File: src/rtl/mem_access_pkg.sv
// -----------------------------------------------------------------------------
// mem_access_pkg
// Purpose : Shared types and constants for the load/store front-end.
//           Holds the access-size encoding, the controller FSM state encoding,
//           the byte-to-word address width derivation and the alignment rule.
// Ports   : none (package)
// -----------------------------------------------------------------------------
package mem_access_pkg;

  localparam int DEF_BYTE_AW = 8;

  // The datamemory is word organised, so the two lowest byte-address bits
  // select a lane and never reach the memory address port.
  function automatic int word_aw_of(input int byte_aw);
    return byte_aw - 2;
  endfunction

  typedef enum logic [1:0] {
    SIZE_BYTE = 2'b00,
    SIZE_HALF = 2'b01,
    SIZE_WORD = 2'b10,
    SIZE_ILL  = 2'b11
  } size_e;

  typedef enum logic [2:0] {
    ST_IDLE = 3'd0,
    ST_RD   = 3'd1,
    ST_CAPT = 3'd2,
    ST_WR   = 3'd3,
    ST_RESP = 3'd4,
    ST_ERR  = 3'd5
  } state_e;

  // A request is rejected when it straddles its natural alignment or uses
  // the reserved size code.
  function automatic logic is_misaligned(input size_e sz, input logic [1:0] off);
    logic bad;
    case (sz)
      SIZE_BYTE: bad = 1'b0;
      SIZE_HALF: bad = off[0];
      SIZE_WORD: bad = (off != 2'b00);
      default:   bad = 1'b1;
    endcase
    return bad;
  endfunction

endpackage

File: src/rtl/mem_lane_unit.sv
// -----------------------------------------------------------------------------
// mem_lane_unit
// Purpose : Combinational lane logic between a 32-bit memory word and a
//           right-aligned sub-word value (little-endian lanes).
// Ports   : size_i   access size
//           off_i    byte offset within the word (byte address [1:0])
//           sign_i   1 = sign-extend loads, 0 = zero-extend
//           rword_i  word read from memory
//           wdata_i  right-aligned store data
//           load_o   extracted and extended load result
//           merge_o  rword_i with the selected lanes replaced by wdata_i
// -----------------------------------------------------------------------------
module mem_lane_unit
  import mem_access_pkg::*;
(
  input  size_e       size_i,
  input  logic [1:0]  off_i,
  input  logic        sign_i,
  input  logic [31:0] rword_i,
  input  logic [31:0] wdata_i,
  output logic [31:0] load_o,
  output logic [31:0] merge_o
);

  logic [31:0] wrep;
  logic [3:0]  lane_sel;
  logic [7:0]  byte_v;
  logic [15:0] half_v;

  // Replicating the store data across the word puts the right bits in every
  // candidate lane; lane_sel then decides which lanes actually take it.
  always_comb begin
    case (size_i)
      SIZE_BYTE: wrep = {4{wdata_i[7:0]}};
      SIZE_HALF: wrep = {2{wdata_i[15:0]}};
      default:   wrep = wdata_i;
    endcase
  end

  genvar gi;
  generate
    for (gi = 0; gi < 4; gi++) begin : g_lane
      localparam logic [1:0] LANE_IDX = 2'(gi);
      localparam logic       LANE_HI  = LANE_IDX[1];

      assign lane_sel[gi] = (size_i == SIZE_WORD)
                          | ((size_i == SIZE_HALF) & (off_i[1] == LANE_HI))
                          | ((size_i == SIZE_BYTE) & (off_i == LANE_IDX));

      assign merge_o[8*gi +: 8] = lane_sel[gi] ? wrep[8*gi +: 8] : rword_i[8*gi +: 8];
    end
  endgenerate

  assign byte_v = rword_i[{off_i, 3'b000} +: 8];
  assign half_v = off_i[1] ? rword_i[31:16] : rword_i[15:0];

  always_comb begin
    case (size_i)
      SIZE_BYTE: load_o = {{24{sign_i & byte_v[7]}}, byte_v};
      SIZE_HALF: load_o = {{16{sign_i & half_v[15]}}, half_v};
      default:   load_o = rword_i;
    endcase
  end

endmodule

File: src/rtl/mem_access_ctrl.sv
// -----------------------------------------------------------------------------
// mem_access_ctrl
// Purpose : Load/store front-end for the word-organised datamemory. Accepts
//           byte/half/word requests on a byte address, performs
//           read-modify-write for sub-word stores and extends sub-word loads.
// Ports   : clk, rst_n (synchronous, active low)
//           req_valid/req_ready handshake; req_we, req_size, req_signed,
//           req_addr, req_wdata request fields
//           resp_valid (one-cycle pulse), resp_err, resp_rdata
//           mem_address, mem_dataIn, mem_we, mem_ce to datamemory;
//           mem_dataOut from datamemory (valid the cycle after a read)
// -----------------------------------------------------------------------------
module mem_access_ctrl
  import mem_access_pkg::*;
#(
  parameter  int BYTE_AW = DEF_BYTE_AW,
  parameter  int DATA_W  = 32,
  localparam int WORD_AW = word_aw_of(BYTE_AW)
) (
  input  logic               clk,
  input  logic               rst_n,
  input  logic               req_valid,
  output logic               req_ready,
  input  logic               req_we,
  input  logic [1:0]         req_size,
  input  logic               req_signed,
  input  logic [BYTE_AW-1:0] req_addr,
  input  logic [DATA_W-1:0]  req_wdata,
  output logic               resp_valid,
  output logic               resp_err,
  output logic [DATA_W-1:0]  resp_rdata,
  output logic [WORD_AW-1:0] mem_address,
  output logic [DATA_W-1:0]  mem_dataIn,
  input  logic [DATA_W-1:0]  mem_dataOut,
  output logic               mem_we,
  output logic               mem_ce
);

  state_e              state_q, state_d;
  logic                we_q;
  size_e               size_q;
  logic                sign_q;
  logic [1:0]          off_q;
  logic [DATA_W-1:0]   wdata_q;
  logic [DATA_W-1:0]   rdata_q, rdata_d;
  logic                mem_ce_q, mem_ce_d;
  logic                mem_we_q, mem_we_d;
  logic [WORD_AW-1:0]  mem_addr_q, mem_addr_d;
  logic [DATA_W-1:0]   mem_din_q, mem_din_d;

  logic                accept;
  logic                misaligned;
  logic [DATA_W-1:0]   lane_load;
  logic [DATA_W-1:0]   lane_merge;

  assign accept     = req_valid & (state_q == ST_IDLE);
  assign misaligned = is_misaligned(size_e'(req_size), req_addr[1:0]);

  mem_lane_unit u_lane (
    .size_i  (size_q),
    .off_i   (off_q),
    .sign_i  (sign_q),
    .rword_i (mem_dataOut),
    .wdata_i (wdata_q),
    .load_o  (lane_load),
    .merge_o (lane_merge)
  );

  // State register
  always_ff @(posedge clk) begin
    if (!rst_n) begin
      state_q <= ST_IDLE;
    end else begin
      state_q <= state_d;
    end
  end

  // Next-state logic
  always_comb begin
    state_d = state_q;
    case (state_q)
      ST_IDLE: begin
        if (accept) begin
          if (misaligned) begin
            state_d = ST_ERR;
          end else if (req_we && (size_e'(req_size) == SIZE_WORD)) begin
            // A full word needs no read-back; skip straight to the write.
            state_d = ST_WR;
          end else begin
            state_d = ST_RD;
          end
        end
      end
      ST_RD:   state_d = ST_CAPT;
      ST_CAPT: state_d = we_q ? ST_WR : ST_RESP;
      ST_WR:   state_d = ST_RESP;
      ST_RESP: state_d = ST_IDLE;
      ST_ERR:  state_d = ST_IDLE;
      default: state_d = ST_IDLE;
    endcase
  end

  // Output logic: memory strobes are computed from the upcoming state so the
  // registered versions line up exactly with RD and WR.
  always_comb begin
    mem_ce_d   = (state_d == ST_RD) || (state_d == ST_WR);
    mem_we_d   = (state_d == ST_WR);
    mem_addr_d = mem_addr_q;
    mem_din_d  = mem_din_q;
    rdata_d    = rdata_q;

    if (accept) begin
      rdata_d = '0;
      if (!misaligned) begin
        mem_addr_d = req_addr[BYTE_AW-1:2];
      end
      if (state_d == ST_WR) begin
        mem_din_d = req_wdata;
      end
    end

    if (state_q == ST_CAPT) begin
      if (we_q) begin
        mem_din_d = lane_merge;
      end else begin
        rdata_d = lane_load;
      end
    end

    req_ready  = (state_q == ST_IDLE);
    resp_valid = (state_q == ST_RESP) || (state_q == ST_ERR);
    resp_err   = (state_q == ST_ERR);
  end

  // Request latch and registered outputs
  always_ff @(posedge clk) begin
    if (!rst_n) begin
      we_q       <= 1'b0;
      size_q     <= SIZE_BYTE;
      sign_q     <= 1'b0;
      off_q      <= 2'b00;
      wdata_q    <= '0;
      rdata_q    <= '0;
      mem_ce_q   <= 1'b0;
      mem_we_q   <= 1'b0;
      mem_addr_q <= '0;
      mem_din_q  <= '0;
    end else begin
      if (accept) begin
        we_q    <= req_we;
        size_q  <= size_e'(req_size);
        sign_q  <= req_signed;
        off_q   <= req_addr[1:0];
        wdata_q <= req_wdata;
      end
      rdata_q    <= rdata_d;
      mem_ce_q   <= mem_ce_d;
      mem_we_q   <= mem_we_d;
      mem_addr_q <= mem_addr_d;
      mem_din_q  <= mem_din_d;
    end
  end

  assign resp_rdata  = rdata_q;
  assign mem_ce      = mem_ce_q;
  assign mem_we      = mem_we_q;
  assign mem_address = mem_addr_q;
  assign mem_dataIn  = mem_din_q;

endmodule

File: config.mk
export PLATFORM = sky130hd
export DESIGN_NAME = mem_access_ctrl
export DESIGN_NICKNAME = d
export VERILOG_FILES = /design/src/rtl/mem_access_pkg.sv /design/src/rtl/mem_lane_unit.sv /design/src/rtl/mem_access_ctrl.sv
export SDC_FILE = /design/constraint.sdc
export NUM_CORES = 1
export LEC_CHECK = 0
export CAP_MARGIN = 20
export CORE_ASPECT_RATIO = 1.25
export CORE_MARGIN = 3
export CORE_UTILIZATION = 51
export DETAILED_ROUTE_END_ITERATION = 8
export HOLD_SLACK_MARGIN = 0.02
export PLACE_DENSITY = 0.95
export SLEW_MARGIN = 20
export SYNTH_ARGS = -nofsm -noshare
export SYNTH_HDL_FRONTEND = slang
export SYNTH_SLANG_ARGS = --single-unit
File: constraint.sdc
create_clock -name clk -period 4.7 [get_ports clk]
set_input_delay 0.94 -clock clk [delete_from_list [all_inputs] [get_ports clk]]
set_output_delay 0.94 -clock clk [all_outputs]
set_load 0.1 [all_outputs]
* Word level (Yosys, flattened, before mapping)
Cells that the tools add are included.
** Cells by class
- Multiplexer cells :: 20
- Shift operators :: 1
- Bitwise gates (word level) :: 17
- Eq/ne operators :: 14
- Reductions and logical operators :: 9
** Operators by type and width (count)
- $mux W32 :: 7
- $pmux W32 S2 :: 2
- $mux W8 :: 4
- $shiftx A32 B6 Y8 :: 1
- $mux W16 :: 1
- $pmux W3 S4 :: 1
- $and A1 B1 Y1 :: 9
- $eq A3 B2 Y1 const B :: 3
- $mux W3 :: 3
- $eq A2 B2 Y1 const B :: 4
- $eq A2 B1 Y1 const B :: 3
- $eq A3 B1 Y1 const B :: 2
- $eq A3 B3 Y1 const B :: 2
- $logic_not A2 Y1 :: 3
- $or A1 B1 Y1 :: 6
- $logic_not A3 Y1 :: 1
- $pmux W1 S3 :: 1
- $logic_or A1 B1 Y1 :: 2
- $mux W2 :: 1
- $not A1 Y1 :: 2
- $reduce_and A2 Y1 :: 1
- $reduce_bool A2 Y1 :: 1
- $logic_and A1 B1 Y1 :: 1
** Storage, ports and cells
- Output and inout bits :: 75
- Bits of input ports :: 79
- Register bits after elaboration :: 113

* Longest topological paths before layout
Gate-level depths: netlist (run 1).
- Depth in word-level cells :: 11
- Gate-level depth with buffers :: 7
- Mapped depth without buffers :: 4

* Cells and area by module
A second synthesis (run 1) with hierarchy kept.
** Second synthesis, totals
- Cell total of the unflattened synthesis :: 708
- Area, all modules :: 5930.7 um^2
** Modules (own cells, without submodules)
- mem_access_ctrl :: instances 1, cells each 499, area each 4339.2 um^2
- mem_lane_unit :: instances 1, cells each 209, area each 1591.5 um^2

* Worst setup path before layout (run 1)
OpenSTA, ideal clock, no wires.
- Kind :: register to register
- From :: register state_q[0]
- To :: register rdata_q[10] (netlist: resp_rdata[10])
- Stages on the path, launching flop included :: 7
- Period minus slack after synthesis :: 3.754 ns
- Path slack :: 0.946 ns
- Data required time :: 4.555 ns
- Path buffers :: 2
- Data arrival time :: 3.608 ns
- Cells stage by stage :: dfxtp_1 > buf_2 > nor3_1 > nand2_1 > clkbuf_1 > a21oi_1 > a211oi_1
** Between the ends
- Longest elaborated chain between the ends :: 5
** Ends and longest elaborated chain
- from (decl) :: RTL line mem_access_ctrl.sv:39 : state_e state_q, state_d;
- from (signal assigned) :: RTL line mem_access_ctrl.sv:74 : state_q <= state_d;
- $logic_not A3 Y1 *
- via req_ready :: RTL line mem_access_ctrl.sv:23 : output logic req_ready,
- $and A1 B1 Y1 * :: RTL line mem_access_ctrl.sv:56 : assign accept = req_valid & (state_q == ST_IDLE);
- $mux W32 * :: RTL line mem_access_ctrl.sv:112 : if (accept) begin
- $mux W32 :: RTL line mem_access_ctrl.sv:123 : if (we_q) begin
- $mux W32 * :: RTL line mem_access_ctrl.sv:122 : if (state_q == ST_CAPT) begin
- to (signal assigned) :: RTL line mem_access_ctrl.sv:156 : rdata_q <= rdata_d;
- to (decl) :: RTL line mem_access_ctrl.sv:45 : logic [DATA_W-1:0] rdata_q, rdata_d;
The timed path passes the listed nets; every way through them passes the cells marked *.
A chain may end at the register's enable or synchronous reset.

* Worst setup path in the final report (run 1)
- From :: register state_q[2]
- To :: output port resp_err
** Between the ends
- Longest elaborated chain between the ends :: 1
** Ends and longest elaborated chain
- $eq A3 B3 Y1 :: RTL line mem_access_ctrl.sv:132 : resp_err = (state_q == ST_ERR);
- to (decl) :: RTL line mem_access_ctrl.sv:30 : output logic resp_err,
Every way passes these cells.

==> reports/qor.csv, run 1 <==
stage,metric,value,unit
timing,timing.final.ws_setup,1.28,ns
logic_synthesis,yosysSeqAreaShare,0.398,
grt,grt_max_degree,94,
clock_tree,cts_root_buffer,clkbuf_16,
clock_tree,clk_pin_slew,0.06,ns
timing,hold_violations,0,
timing,setup_viol,0,
clock_tree,cts_sinks,113,
detailed_routing,vias,6154,
floorplanning,design.die.area,12400,um2
timing,fmax,292,MHz
critical_path,worstSetupPathType,flip-flop to output pin,
pwr,irDropWorstVdd,227,uV
logic_synthesis,synth_edf_count,0,
timing,final.period_utilization,0.728,
detailed_routing,drc,0,
logic_synthesis,netlist_instances,694,
detailed_routing,wl,19300,um
placement,post-place-cells,920,
min_path,hp-start,wdata_q[21],
floorplanning,io_pins,154,
pwr,p_per_area,394,nW/um2
placement,portBuffers,153,
critical_path,r2r_setup_slack,1.89,ns
cells_and_area,fin_cells,951,
placement,gp_congestion,0.913,
floorplanning,coreArea,10700,um2
cells_and_area,final_cell_area,7790,um2
clock_tree,cts-buffers-inserted,17,
timing,rsz0062_at_grt,no,
clock_tree,ctsHoldBuffers,0,
logic_synthesis,ys_types,51,
cells_and_area,layout-drive-gt1-share,0.0928,
grt,antenna_found_initial,0,
critical_path,arrival,2.48,ns
critical_path,worst_r2r_endpoint,mem_dataIn[0],
grt,grt_pass1_vias,5669,
floorplanning,chipWidth,100,um
grt,grtUsageTotal,0.303,
timing,finalSetupTns,0,ns
critical_path,cp-end-kind,output pin,
critical_path,r2r_start,size_q[0],
timing,slew_headroom,0.260,
detailed_routing,via_per_inst,6.47,
min_path,min_path_type,flip-flop to flip-flop,
logic_synthesis,ys.flop_type,dfxtp_1,
clock_tree,clockBufferDepth,2,
outcome,outcome,"complete, no violations",
job,max-cap-violations,0,
timing,layout_min_cycle_time,3.42,ns
grt,grt-ovfl-total,0,
floorplanning,die_y,124,um
clock_tree,cts-resized-gates,0,
clock_tree,clock_latency,0.41,ns
logic_synthesis,synthesis.nets,773,
cells_and_area,nets,886,
timing,slew_violations,0,
min_path,worstHoldPathCells,2,
logic_synthesis,async_flop_share,0,
pwr,p_leak,2.77,nW
clock_tree,cts_setup_buffers,0,
clock_tree,h-tree-depth,4,
timing,skew,0.00782,ns
logic_synthesis,synth.cell_area,5680,um2
logic_synthesis,ys_ff_latch,113,
clock_tree,cts_tree,yes,
floorplanning,start_util,0.530,
grt,grt_first_pass_wirelength,29400,um
floorplanning,row_count,42,
logic_synthesis,syn_area_per_cell,8.18,um2
critical_path,crit_start,state_q[2],
cells_and_area,final_common_cell,clkdlybuf4s50_1,
placement,dpl_cell_area,7160,um2
cells_and_area,fin_util,0.727,
detailed_routing,ant_nets,0,
critical_path,startpoint_type,flip-flop,
critical_path,crit_required,3.76,ns
critical_path,r2r_cells,4,
placement,hpwl,13000,um
detailed_routing,drt_iter0_drc,830,
detailed_routing,wl_per_cell,20.2,um
cells_and_area,area_growth,37.1,%
cells_and_area,insertedDiodeCount,0,
min_path,holdPathEnd,wdata_q[21],
placement,pre_cts_ws,1.47,ns
critical_path,critPathMaxFanout,8,
detailed_routing,firstDrtPassIters,6,
cells_and_area,layout_common_cells,"clkdlybuf4s50_1 (153), nand2_1 (134), dfxtp_1 (112)",
logic_synthesis,ys_warn_count,0,
timing,worst_pin_slew,1.11,ns
how the worst max path moves through the flow:
stage | end | slack, ns | cells after the start
finish | resp_err | 1.28 | 3
global route | resp_err | 1.23 | 3
CTS | resp_err | 1.28 | 3
detailed placement | mem_dataIn[21] | 1.47 | 6
global placement | mem_dataIn[23] | 1.52 | 6
floorplan | resp_rdata[10] | 0.95 | 6
metrics by stage:
stage                     total power [W]  hold WS [ns]
after global placement            0.00168         0.444
after detailed placement          0.00170         0.450
after global routing              0.00315         0.487
after CTS                         0.00305         0.457
after floorplan                   0.00150         0.433
final                             0.00307         0.454
power breakdown:
part | leakage (nW) | switching, W | internal, W | total, W
Clock | 0.301 | 0.000452 | 0.000922 | 0.00137
Combinational | 1.55 | 0.000418 | 0.000212 | 0.000629
Sequential | 0.919 | 0.0000589 | 0.00101 | 0.00107
routing by layer:
| layer | global-route usage | up-vias | part of all wire |
|---|---|---|---|
| met4 | 0.181 | 0 | 0.054 |
| met5 | 0 | - | 0 |
| met2 | 0.477 | 460 | 0.47 |
| met3 | 0.0857 | 91 | 0.12 |
| met1 | 0.367 | 2853 | 0.35 |
| li1 | - | 2750 | - |
synthesized netlist by cell type (4+ instances only):
cell / n / area [um2]
nand2_1: 135 / 507
dfxtp_1: 113 / 2260
a21oi_1: 83 / 415
a211oi_1: 46 / 345
clkbuf_1: 41 / 154
mux2i_1: 24 / 240
buf_2: 20 / 100
nor2_1: 19 / 71.3
nor2b_1: 19 / 119
nor3_1: 19 / 95.1
mux2_2: 17 / 191
nand3_1: 17 / 85.1
nand4_1: 16 / 100
a21o_1: 15 / 113
a31oi_1: 9 / 56.3
o21ai_0: 9 / 45.0
a21boi_0: 8 / 60.1
a222oi_1: 8 / 80.1
a41oi_1: 8 / 70.1
o211ai_1: 8 / 60.1
a22oi_1: 7 / 52.6
a31o_2: 7 / 61.3
nor4_1: 6 / 37.5
inv_1: 4 / 15.0
cells by family (layout without fill, tap and decap cells):
| group | after synthesis | count (layout) | share of synthesized area |
|---|---|---|---|
| buffers and inverters | 72 | 197 | 0.0566 |
| muxes | 42 | 42 | 0.0800 |
| AOI/OAI and AO/OA | 219 | 219 | 0.262 |
| DFF | 113 | 113 | 0.398 |
| and+or+nand+nor | 248 | 248 | 0.204 |
critical path: stages, from the launching register on:
cell	delay, ns
dfxtp_1	0.54
nor2b_1	0.24
and2_1	0.14
clkdlybuf4s50_1	1.14
state kept, by name, indices dropped and copies added (netlist names), 2 cells and up:
name / count
size_q: 2
resp_rdata: 32
mem_dataIn: 32
mem_address: 6
off_q: 2
state_q: 3
wdata_q: 32
area by class of cell:
cell class,instances,area (um2)
fill,744,2930
tap,132,165
multi-input combinational,509,3120
timing repair buffer,162,1600
clock inverter,10,158
inverter,4,15.0
sequential,113,2260
clock buffer,21,470
(Power assumes the default switching activity.)
==> run 2: changes to the inputs <==
--- a/config.mk
+++ b/config.mk
@@ -8,10 +8,10 @@
 export CAP_MARGIN = 20
 export CORE_ASPECT_RATIO = 1.25
 export CORE_MARGIN = 3
-export CORE_UTILIZATION = 51
+export CORE_UTILIZATION = 49
 export DETAILED_ROUTE_END_ITERATION = 8
 export HOLD_SLACK_MARGIN = 0.02
-export PLACE_DENSITY = 0.95
+export PLACE_DENSITY = 0.93
 export SLEW_MARGIN = 20
 export SYNTH_ARGS = -nofsm -noshare
 export SYNTH_HDL_FRONTEND = slang
==> constraint.sdc (replaced) <==
create_clock -name clk -period 3.6 [get_ports clk]
set_input_delay 0.72 -clock clk [delete_from_list [all_inputs] [get_ports clk]]
set_output_delay 0.72 -clock clk [all_outputs]
set_load 0.1 [all_outputs]
==> run 2 against run 1 <==
  * The flow now finishes with violations (design-rule violations)
  * Final cell count rose by 0.84%
  * Via count fell by 1.6%
  * Clock-buffer cell count rose by 1
  * Hold slack got worse by 0.0020 ns
  * Total power rose by 28%
  * Sequential power rose by 30%
  * Combinational power rose by 32%
  * Clock skew fell by 0.0033 ns
  * Sequential share of layout area barely moved
  * Wire length fell by 1.4%
  * Critical path depth fell by 2
  * Critical path type unchanged
  * Largest power group unchanged
==> reports/qor.csv, run 2 (same netlist as run 1, synthesis figures left out) <==
stage,metric,value,unit,change
outcome,outcome,"complete, but fails checks",,
outcome,violations,design-rule violations,,
cells_and_area,layout_common_cells,"clkdlybuf4s50_1 (150), nand2_1 (134), dfxtp_1 (112)",,
detailed_routing,firstDrtPassIters,9,,+3
grt,met2_usage,0.460,,-0.0172
pwr,irDropWorstVdd,341,uV,+50%
timing,slew_violations,0,,unchanged
critical_path,worstSetupPathType,flip-flop to output pin,,
placement,hpwl,13000,um,+0.26%
grt,grt_busiest_layer,met2,,
floorplanning,start_util,0.507,,-0.0223
cells_and_area,final_common_cell,clkdlybuf4s50_1,,
detailed_routing,vias,6056,,-1.6%
critical_path,cp-end-kind,output pin,,
clock_tree,clk_pin_slew,0.05,ns,about the same
floorplanning,coreArea,11200,um2,+4.4%
placement,post-place-cells,927,,+0.76%
timing,final.period_utilization,0.740,,
floorplanning,chipWidth,102,um,+1.9%
clock_tree,cts_tree,yes,,
pwr,total_power,0.00394,W,+28%
grt,antenna_found_initial,0,,unchanged
grt,grtUsageTotal,0.291,,-0.0116
critical_path,critPathMaxFanout,2,,-6
cells_and_area,insertedDiodeCount,0,,unchanged
clock_tree,cts_setup_buffers,0,,unchanged
clock_tree,clock_latency,0.41,ns,about the same
detailed_routing,wl_per_cell,19.8,um,-2.2%
floorplanning,die_y,126,um,+1.9%
placement,gp_congestion,0.969,,+6.2%
clock_tree,cts_sinks,113,,unchanged
cells_and_area,nets,890,,+0.45%
timing,worst_pin_slew,0.985,ns,-0.123 ns
pwr,p_leak,2.79,nW,+0.61%
clock_tree,h-tree-depth,4,,unchanged
grt,grt_pass1_vias,5637,,-0.56%
critical_path,startpoint_type,flip-flop,,
grt,grt_first_pass_wirelength,29500,um,about the same
clock_tree,ctsHoldBuffers,0,,unchanged
min_path,min_path_type,flip-flop to flip-flop,,
clock_tree,cts_root_buffer,clkbuf_16,,
pwr,p_per_area,505,nW/um2,+28%
detailed_routing,drt_iter0_drc,885,,+6.6%
critical_path,cp_slowest_stage_delay,1.16,ns,+0.02 ns
timing,layout_min_cycle_time,2.66,ns,
critical_path,crit_required,2.88,ns,-0.88 ns
grt,grt-ovfl-total,0,,unchanged
clock_tree,cts-buffers-inserted,17,,unchanged
critical_path,arrival,1.94,ns,-0.54 ns
timing,rsz0062_at_grt,no,,
cells_and_area,layout-drive-gt1-share,0.103,,+0.0104
timing,skew,0.00451,ns,-0.00331 ns
floorplanning,io_pins,154,,unchanged
cells_and_area,fin_cells,959,,+0.84%
cells_and_area,area_growth,37.3,%,
clock_tree,clockBufferDepth,2,,unchanged
placement,portBuffers,153,,unchanged
detailed_routing,via_per_inst,6.31,,-2.4%
timing,fmax,375,MHz,
timing,hold_violations,0,,unchanged
detailed_routing,ant_nets,0,,unchanged
critical_path,path_cells,clkdlybuf4s50_1,,
floorplanning,design.die.area,12900,um2,+3.9%
floorplanning,row_count,43,,+2.4%
critical_path,cpLargestDelayFamily,buffers and inverters,,
cells_and_area,fill_cells,804,,+8.1%
job,max-cap-violations,0,,unchanged
critical_path,crit_slowest_cell,clkdlybuf4s50_1,,
critical_path,path_buf_inv,1,,unchanged
grt,use_met3,0.0726,,-0.0131
detailed_routing,drc,7,,+7
timing,slew_headroom,0.341,,+0.0808
clock_tree,cts-resized-gates,0,,unchanged
timing,finalSetupTns,0,ns,unchanged
detailed_routing,wl,19000,um,-1.4%
timing,setup_viol,0,,unchanged
grt,use_met1,0.357,,-0.0102
grt,grt_max_degree,51,,-46%
run 2: area by class of cell:
type / count / area [um2] / share of cell area
clock buffers: 22 / 474 / 0.0608
well taps: 135 / 169 / 0.0217
repair buffers: 166 / 1620 / 0.208
flip-flops and latches: 113 / 2260 / 0.290
clock inverters: 10 / 133 / 0.0170
inverters: 4 / 15.0 / 0.00192
multi-input cells: 509 / 3120 / 0.401
run 2: metal layers:
metal,up-vias,wire length [um]
met4,0,1100
met5,-,0
met3,98,2160
met2,444,8770
li1,2773,-
met1,2741,6950
run 2: final timing paths:
path	from	depth (start not counted)	slack [ns]	end
max reg2reg	off_q[1]	5	1.13	mem_dataIn[23]
max	resp_rdata[15]	1	0.94	resp_rdata[15]
min	wdata_q[19]	2	0.45	wdata_q[19]
min reg2reg	wdata_q[19]	2	0.45	wdata_q[19]
run 2: stage by stage:
| stage | cell area (um2) | util | worst slack (ns) | hold WS (ns) |
|---|---|---|---|---|
| 6_report | 7800 | 0.697 | 0.937 | 0.453 |
| 5_1_grt | 7800 | 0.697 | 0.908 | 0.473 |
| 4_1_cts | 7800 | 0.697 | 0.926 | 0.452 |
| 3_5_place_dp | 7190 | 0.643 | 0.752 | 0.449 |
| 3_3_place_gp | 7190 | 0.643 | 0.792 | 0.443 |
| 2_1_floorplan | 5680 | - | 0.0993 | 0.433 |
run 2: report_power, final:
group	internal, W	switching [W]	leakage [nW]
Sequential	0.00132	0.0000720	0.919
Combinational	0.000279	0.000551	1.57
Clock	0.00114	0.000581	0.292
Total	0.00273	0.00120	2.79
==> run 3: changes to the inputs <==
==> constraint.sdc (replaced) <==
create_clock -name clk -period 2.5 [get_ports clk]
set_input_delay 0.5 -clock clk [delete_from_list [all_inputs] [get_ports clk]]
set_output_delay 0.5 -clock clk [all_outputs]
set_load 0.1 [all_outputs]
==> run 3 against run 2 <==
  * Largest power group unchanged
  * Clock-buffer cell count did not move
  * Core utilization up 0.91 points
  * The flow now finishes without violations
  * Critical endpoint is now resp_err
  * Critical path depth up 2
  * Wire length is 1.6% higher
  * Final area rose by 1.3%
  * Total power up 53%
  * Highest routed layer unchanged
  * Sequential cell count unchanged
==> reports/qor.csv, run 3 (same netlist as run 1, synthesis figures left out) <==
stage,metric,value,unit,change
clock_tree,cts_setup_buffers,0,,unchanged
critical_path,path_cells,nor2b_4 -> and2_1 -> buf_12,,
clock_tree,clk_pin_slew,0.05,ns,about the same
timing,slew_violations,0,,unchanged
critical_path,worstSetupPathType,flip-flop to output pin,,
clock_tree,cts-resized-gates,0,,unchanged
clock_tree,h-tree-depth,4,,unchanged
detailed_routing,ant_nets,0,,unchanged
timing,worst_pin_slew,0.751,ns,-0.235 ns
clock_tree,cts-buffers-inserted,17,,unchanged
critical_path,crit_required,2.00,ns,-0.88 ns
detailed_routing,via_per_inst,6.28,,-0.58%
cells_and_area,insertedDiodeCount,0,,unchanged
clock_tree,clockBufferDepth,2,,unchanged
cells_and_area,layout_common_cells,"nand2_1 (134), dfxtp_1 (112), buf_4 (101)",,
grt,grt_first_pass_wirelength,30200,um,+2.4%
detailed_routing,drc,0,,-7
timing,slew_headroom,0.496,,+0.155
grt,grt_busiest_layer,met2,,
critical_path,critPathMaxFanout,8,,+6
grt,use_met1,0.366,,+0.00921
timing,fmax,477,MHz,
floorplanning,design.die.area,12900,um2,unchanged
cells_and_area,layout-drive-gt1-share,0.208,,+0.105
clock_tree,cts_sinks,113,,unchanged
detailed_routing,firstDrtPassIters,6,,-3
grt,antenna_found_initial,0,,unchanged
grt,grt_pass1_vias,5918,,+5.0%
pwr,p_leak,3.09,nW,+11%
timing,finalSetupTns,0,ns,unchanged
critical_path,startpoint_type,flip-flop,,
cells_and_area,fin_util,0.706,,+0.00906
cells_and_area,final_common_cell,nand2_1,,
timing,layout_min_cycle_time,2.10,ns,
timing,skew,0.00713,ns,+0.00262 ns
cells_and_area,nets,908,,+2.0%
critical_path,cp-end-kind,output pin,,
detailed_routing,wl,19300,um,+1.6%
critical_path,cp_slowest_stage_delay,0.58,ns,-0.58 ns
detailed_routing,wl_per_cell,19.7,um,-0.27%
timing,rsz0062_at_grt,no,,
floorplanning,chipWidth,102,um,unchanged
floorplanning,start_util,0.507,,unchanged
timing,setup_viol,0,,unchanged
floorplanning,coreArea,11200,um2,unchanged
detailed_routing,vias,6134,,+1.3%
floorplanning,io_pins,154,,unchanged
grt,use_met3,0.0831,,+0.0105
grt,grtUsageTotal,0.298,,+0.00724
grt,grt_max_degree,94,,+84%
clock_tree,cts_tree,yes,,
grt,met2_usage,0.477,,+0.0176
floorplanning,die_y,126,um,unchanged
placement,gp_congestion,0.951,,-1.9%
detailed_routing,drt_iter0_drc,704,,-20%
clock_tree,clock_latency,0.42,ns,about the same
timing,hold_violations,0,,unchanged
placement,portBuffers,153,,unchanged
clock_tree,ctsHoldBuffers,0,,unchanged
cells_and_area,fill_cells,800,,-0.50%
clock_tree,cts_root_buffer,clkbuf_16,,
timing,final.period_utilization,0.839,,
grt,grt-ovfl-total,0,,unchanged
critical_path,arrival,1.60,ns,-0.34 ns
min_path,min_path_type,flip-flop to flip-flop,,
floorplanning,row_count,43,,unchanged
cells_and_area,area_growth,39.1,%,
pwr,p_per_area,761,nW/um2,+51%
outcome,outcome,"complete, no violations",,
critical_path,crit_slowest_cell,dfxtp_1,,
pwr,irDropWorstVdd,559,uV,+64%
placement,hpwl,13400,um,+3.0%
job,max-cap-violations,0,,unchanged
-- run 3: cell type report --
type	instances	area, um2	area share
clock inverters	10	204	0.0258
clock buffers	22	474	0.0600
flip-flops and latches	113	2260	0.286
multi-input cells	509	3140	0.397
inverters	4	15.0	0.00190
well taps	135	169	0.0214
repair buffers	184	1640	0.207
-- run 3: worst paths after layout --
| path | slack (ns) | end | startpoint | depth (start not counted) |
|---|---|---|---|---|
| worst max-delay path | 0.40 | resp_err | state_q[2] | 3 |
| worst min-delay path | 0.45 | wdata_q[27] | wdata_q[27] | 2 |
| worst max register to register | 0.41 | mem_dataIn[21] | size_q[1] | 4 |
| worst min register to register | 0.45 | wdata_q[27] | wdata_q[27] | 2 |
-- run 3: critical path: cells and delay by family, from the launching register on --
kind          cells  cell delay (ns)
flops             1             0.58
buf+inv           1             0.18
simple gates      2             0.41
-- run 3: metal layers --
metal,wire (um),up-vias
li1,-,2807
met2,9230,399
met3,1870,82
met5,0,-
met4,971,0
met1,7220,2846
-- run 3: through the flow --
step / cell area, um2 / instances / power [W] / worst slack [ns] / hold WS, ns
after floorplan: 5700 / 694 / 0.00282 / 0.0730 / 0.433
after global placement: 7220 / 945 / 0.00321 / 0.165 / 0.441
after detailed placement: 7220 / 945 / 0.00323 / 0.131 / 0.447
after CTS: 7900 / 977 / 0.00601 / 0.393 / 0.455
after global routing: 7900 / 977 / 0.00619 / 0.230 / 0.486
final: 7900 / 977 / 0.00602 / 0.403 / 0.455
-- run 3: where the power goes --
| part | total, W | switching (W) | internal (W) |
|---|---|---|---|
| Combinational | 0.00123 | 0.000810 | 0.000425 |
| Sequential | 0.00199 | 0.0000929 | 0.00190 |
| Clock | 0.00279 | 0.000848 | 0.00194 |
| Total | 0.00602 | 0.00175 | 0.00426 |
